### src/rtl/multi_pulse_timer.sv
// Multi-channel pulse/timeout generator: each channel counts up to its own
// runtime-loadable terminal count and emits a one-cycle registered pulse.
//
// state   | meaning
// --------+-----------------------------------------------------------
// ST_IDLE | channel stopped, cnt held at 0, waiting for start
// ST_RUN  | channel counting toward N; fires on cnt >= N when enabled
module multi_pulse_timer #(
   parameter int NCH       = 4,
   parameter int CBITS     = 10,
   parameter int DEFAULT_N = 750,
   parameter int LBITS     = 2
) (
   input  logic             clk,
   input  logic             rst,
   input  logic [NCH-1:0]   start,
   input  logic [NCH-1:0]   stop,
   input  logic [NCH-1:0]   en,
   input  logic [NCH-1:0]   mode,
   input  logic             load,
   input  logic [LBITS-1:0] load_ch,
   input  logic [CBITS-1:0] load_val,
   output logic [NCH-1:0]   sig,
   output logic [NCH-1:0]   busy,
   output logic             any_sig
);

   localparam logic [0:0]       ST_IDLE = 1'b0;
   localparam logic [0:0]       ST_RUN  = 1'b1;
   localparam logic [CBITS-1:0] N_RST   = CBITS'(DEFAULT_N);

   logic [0:0]       r_state [NCH];
   logic [CBITS-1:0] r_cnt   [NCH];
   logic [CBITS-1:0] r_n     [NCH];
   logic [NCH-1:0]   r_sig;
   logic [NCH-1:0]   w_load_hit;

   // Out-of-range channel indices simply match no channel.
   always_comb begin
      w_load_hit = '0;
      for (int i = 0; i < NCH; i++) begin
         w_load_hit[i] = load && (int'(load_ch) == i);
      end
   end

   always_ff @(posedge clk) begin
      if (!rst) begin
         r_sig <= '0;
         for (int i = 0; i < NCH; i++) begin
            r_state[i] <= ST_IDLE;
            r_cnt[i]   <= '0;
            r_n[i]     <= N_RST;
         end
      end else begin
         for (int i = 0; i < NCH; i++) begin
            r_sig[i] <= 1'b0;
            // The compare below still sees the old r_n in the load cycle.
            if (w_load_hit[i]) begin
               r_n[i] <= load_val;
            end
            case (r_state[i])
               ST_IDLE: begin
                  r_cnt[i] <= '0;
                  if (start[i] && !stop[i]) begin
                     r_state[i] <= ST_RUN;
                  end
               end
               default: begin
                  if (stop[i]) begin
                     r_state[i] <= ST_IDLE;
                     r_cnt[i]   <= '0;
                  end else if (start[i]) begin
                     r_cnt[i] <= '0;
                  end else if (en[i]) begin
                     if (r_cnt[i] >= r_n[i]) begin
                        r_sig[i] <= 1'b1;
                        r_cnt[i] <= '0;
                        if (mode[i]) begin
                           r_state[i] <= ST_IDLE;
                        end
                     end else begin
                        r_cnt[i] <= r_cnt[i] + 1'b1;
                     end
                  end
               end
            endcase
         end
      end
   end

   always_comb begin
      busy = '0;
      for (int i = 0; i < NCH; i++) begin
         busy[i] = (r_state[i] == ST_RUN);
      end
   end

   assign sig     = r_sig;
   assign any_sig = |r_sig;

endmodule

### config.mk
export PLATFORM = sky130hd
export DESIGN_NAME = multi_pulse_timer
export DESIGN_NICKNAME = d
export VERILOG_FILES = /design/src/rtl/multi_pulse_timer.sv
export SDC_FILE = /design/constraint.sdc
export NUM_CORES = 1
export LEC_CHECK = 0
export BUFFER_PORTS_ARGS = -buffer_cell sky130_fd_sc_hd__buf_2
export CORE_UTILIZATION = 60
export CTS_CLUSTER_SIZE = 8
export DETAILED_ROUTE_END_ITERATION = 16
export PLACE_DENSITY = 0.9
export SETUP_SLACK_MARGIN = 0.2
export SLEW_MARGIN = 20
export SYNTH_ARGS = -nofsm -noshare
export SYNTH_HDL_FRONTEND = slang
export SYNTH_SLANG_ARGS = --single-unit
### constraint.sdc
create_clock -name clk -period 2.2 [get_ports clk]
set_input_delay 0.44 -clock clk [delete_from_list [all_inputs] [get_ports clk]]
set_output_delay 0.44 -clock clk [all_outputs]
set_load 0.05 [all_outputs]
# --- Word level (Yosys, flattened, before mapping) ---
# Memories as Yosys holds them, arrays and structs flattened.
# Cells that the tools add are included.
word_totals:
  reg_bits: 4
  mem_bits_rw: 84
  inputBits: 31
  output_inout_bits: 9
  memories: 3
memory_table:
  columns: ["memory", "depth", "width", "rd", "rd_clocked_by_memory_dff", "wr", "line_no", "rtl"]
  rows:
  - ["r_cnt", 4, 10, 4, 0, 4, "33", "logic [CBITS-1:0] r_cnt [NCH];"]
  - ["r_n", 4, 10, 4, 0, 4, "34", "logic [CBITS-1:0] r_n [NCH];"]
  - ["r_state", 4, 1, 4, 0, 4, "32", "logic [0:0] r_state [NCH];"]
op_classes:
  add_sub_neg: 4
  magnitude_cmp: 4
  eq_ne: 3
  n_mux: 201
  bitwise: 36
  reduce_logical: 14
op_table:
  columns: ["operator", "n"]
  rows:
  - ["$mux 10", 24]
  - ["$mux 1", 177]
  - ["$add 10x1->10 const B", 4]
  - ["$ge 10x10->1", 4]
  - ["$or 1x1->1", 36]
  - ["$logic_and 1x1->1", 8]
  - ["$eq 2x2->1 const B", 2]
  - ["$logic_not 1->1", 4]
  - ["$reduce_or 4->1", 1]
  - ["$eq 2x1->1 const B", 1]
  - ["$logic_not 2->1", 1]

# --- Longest topological paths before layout ---
depth:
  word_depth: 10
  mapped_depth: 8
  ltp_nobuf: 7

# --- Least setup slack after synthesis ---
# OpenSTA, ideal clock, no wires.
synth_path:
  kind: "register to register"
  startpoint: "memory r_cnt[3][7]"
  endpoint: "memory r_cnt[3][3] (data pin)"
  arrival_time_ns: 1.817
  required_ns: 2.065
  setup_slack_ns: 0.248
  path_stages_with_launch: 8
  period_less_slack_ns: 1.952
  cell_sequence: "edfxtp_1 -> ha_1 -> a211o_1 -> a21oi_2 -> o31ai_1 -> or3_1 -> buf_6 -> nor2_2"
synth_rtl:
  columns: ["element", "line_no"]
  rows:
  - ["start: declaration", "33"]

==> flow_metrics.py <==
metrics = {
    "sta": {
        "rsz0062_at_grt": "yes",
        "setup_tns_ns": 0,
        "slew_viol_final": 0,
        "clock_skew_ns": 0.01352,
        "finalHoldViolCount": 0,
        "fmax_mhz": 495.4,
        "setup_violations": 0,
        "relSlewSlack": 0.6610,
        "final.min_clock_period_ns": 2.019,
        "tightestPinTransition_ns": 0.5085,
        "fin_crit_sh": 0.9176,
    },
    "logic_synthesis": {
        "syn_area_per_cell_um2": 10.82,
        "netlist_area_mm2": 0.004846,
        "synth_seq_cells": 88,
        "yosysSeqAreaShare": 0.5309,
        "syn-instance-count": 448,
        "yosys_warnings": 0,
        "yosysUniqueCellTypes": 36,
        "syn-num-nets": 523,
    },
    "worst_setup_path": {
        "slowest_delay_ns": 0.47,
        "cp_max_fo": 5,
        "critPathRequiredTime_ns": 2.42,
        "cp-start-kind": "flop",
        "end_kind": "flop",
        "worst_r2r_path_depth": 6,
        "slowest_stage": "or3_4",
        "path_class": "reg -> reg",
        "arrival_ns": 2.24,
        "path_cells": "ha_4, a211o_1, a21oi_2, o31ai_2, or3_4, nor2_4",
    },
    "run_status": {
        "outcome": "finished clean",
    },
    "global_route": {
        "antenna_found_initial": 0,
        "grt_pass1_vias": 3481,
        "grt_max_degree": 19,
        "grt_overflow_total": 0,
        "grt_use_total": 0.2507,
        "grt_pass1_wl_um": 16170,
    },
    "cts": {
        "clock_latency_ns": 0.37,
        "cts.clk_slew.worst_paths_ns": 0.10,
        "clockBufferDepth": 2,
        "hold_buffers": 0,
        "numCtsBuffers": 9,
        "clkSinkCount": 88,
        "cts_tree": "yes",
        "root_buffer": "clkbuf_8",
        "htreeDepth": 3,
    },
    "floorplanning": {
        "die_h_um": 91.87,
        "start_util": 0.6239,
        "row_count": 32,
        "core_area_mm2": 0.007767,
        "ios": 40,
        "die_w_um": 91.87,
        "die_area_mm2": 0.008440,
    },
    "placed_design": {
        "portBuffers": 39,
        "place_hpwl_um": 6980,
        "gp_congestion": 0.8428,
        "place_area_mm2": 0.005160,
    },
    "layout": {
        "final.fill_count": 526,
        "syn_to_final_growth_pct": 14.36,
        "n_antenna_cell": 0,
        "layout.nets": 583,
        "drive_gt1_frac": 0.2105,
        "mostFrequentLayoutCells": "edfxtp_1, nor2_1, inv_1",
        "final_common_cell": "edfxtp_1",
        "stdcell_area_mm2": 0.005542,
    },
    "detailed_routing": {
        "drc_errors": 0,
        "wire_per_inst_um": 16.74,
        "num_vias": 3565,
        "drt_first_pass_iters": 4,
        "initialDrtViolationCount": 200,
        "vias_per_cell": 5.797,
        "ant_nets": 0,
        "routed_wl_um": 10300,
    },
    "power": {
        "leakage_nw": 2.344,
        "total_power_mw": 3.443,
        "peakVddDrop_mv": 0.4605,
        "p_per_area_mw_per_mm2": 621.2,
    },
    "hold_path": {
        "hp-class": "in -> reg",
        "worstHoldPathCells": 2,
    },
    "run": {
        "drv_cap": 0,
    },
}
-- through the flow --
| step | util | setup WS [ns] | hold WS (ns) | std cells |
|---|---|---|---|---|
| 2_1_floorplan | - | 0.2483 | 0.5169 | 448 |
| 3_3_place_gp | 0.6643 | 0.07642 | 0.5265 | 587 |
| 3_5_place_dp | 0.6643 | 0.01400 | 0.5583 | 587 |
| 4_1_cts | 0.6972 | 0.2185 | 0.2313 | 605 |
| 5_1_grt | 0.7134 | 0.1341 | 0.2361 | 615 |
| 6_report | 0.7134 | 0.1814 | 0.2393 | 615 |
-- layer usage --
metal	track usage	vias up	wire, um
li1	-	1687	-
met1	0.3124	1692	4259
met2	0.4154	154	5094
met3	0.04975	32	567
met4	0.1276	0	374
met5	0	-	0
-- where the power goes --
part | total [mW] | switching [mW] | internal (mW)
sequential | 1.91 | 0.0279 | 1.88
clock | 1.27 | 0.619 | 0.649
combinational | 0.266 | 0.166 | 0.0996
-- what timing repair did --
item	CTS	global route
gates cloned	0	1
setup endpoints to repair	30	35
buffers inserted	2	9
pin swaps	2	6
gates resized for setup	3	9
-- area by class of cell --
cell class                      count  area, um^2  share of cell area
Tap cell                          102       127.6             0.02303
Clock inverter                      7       101.3             0.01829
Multi-Input combinational cell    303        2102              0.3793
Sequential cell                    88        2572              0.4642
Inverter                           50       187.7             0.03387
Timing Repair Buffer               56       326.6             0.05893
Clock buffer                        9       123.9             0.02235
-- critical path, delay by kind of cell, from the launching register on --
| family | cells | cell delay, ns |
|---|---|---|
| compound gates | 3 | 0.58 |
| fa+ha+maj | 1 | 0.24 |
| flops | 1 | 0.44 |
| simple gates | 2 | 0.61 |
-- state kept, by name (all words and copies together) (netlist names) --
register  cells
r_cnt        40
r_n          40
r_state       4
sig           4
-- logic make-up (layout without fill, tap and decap cells) --
group / count (synthesis) / in the layout / share of synthesized area
xor gates and xnor gates: 32 / 32 / 0.05783
buffers and inverters: 58 / 122 / 0.04983
adders and majority gates: 44 / 44 / 0.1136
DFF: 88 / 88 / 0.5309
AOI/OAI and AO/OA: 43 / 43 / 0.05319
and+or+nand+nor: 183 / 184 / 0.1947
-- final timing paths --
check / startpoint / to / slack [ns]
hold / removal: mode[2] / r_state[2] / 0.24
hold reg to reg: r_state[0] / r_state[0] / 0.57
setup / recovery: r_cnt[3][7] / r_cnt[3][6] / 0.18
setup reg to reg: r_cnt[3][7] / r_cnt[3][6] / 0.18
-- synthesized netlist by cell type, drive strengths merged --
| cell type | number | area (um^2) |
|---|---|---|
| edfxtp | 81 | 2432 |
| nor2 | 64 | 270.3 |
| inv | 50 | 187.7 |
| ha | 44 | 550.5 |
| nand2 | 24 | 90.09 |
| xor2 | 22 | 192.7 |
| a21oi | 19 | 98.85 |
| nand3 | 18 | 90.09 |
| nand4 | 15 | 93.84 |
| or2 | 15 | 93.84 |
| or3 | 15 | 93.84 |
| nand2b | 13 | 81.33 |
| o21ai | 11 | 55.05 |
| xnor2 | 10 | 87.58 |
| dfxtp | 7 | 140.1 |
| buf | 6 | 46.29 |
| and3 | 5 | 31.28 |
| a211oi | 4 | 30.03 |
| nor2b | 4 | 25.02 |
| a21o | 3 | 22.52 |
| and3b | 3 | 26.28 |
| nor3 | 3 | 15.01 |
| a211o | 2 | 17.52 |
| clkbuf | 2 | 7.510 |
| o21a | 2 | 15.01 |
| and2 | 1 | 6.260 |
| nand4b | 1 | 8.760 |
| nor4bb | 1 | 10.01 |
| o31ai | 1 | 7.510 |
| o41a | 1 | 11.26 |
| or4 | 1 | 7.510 |
Power figures use the tool's default switching activity.
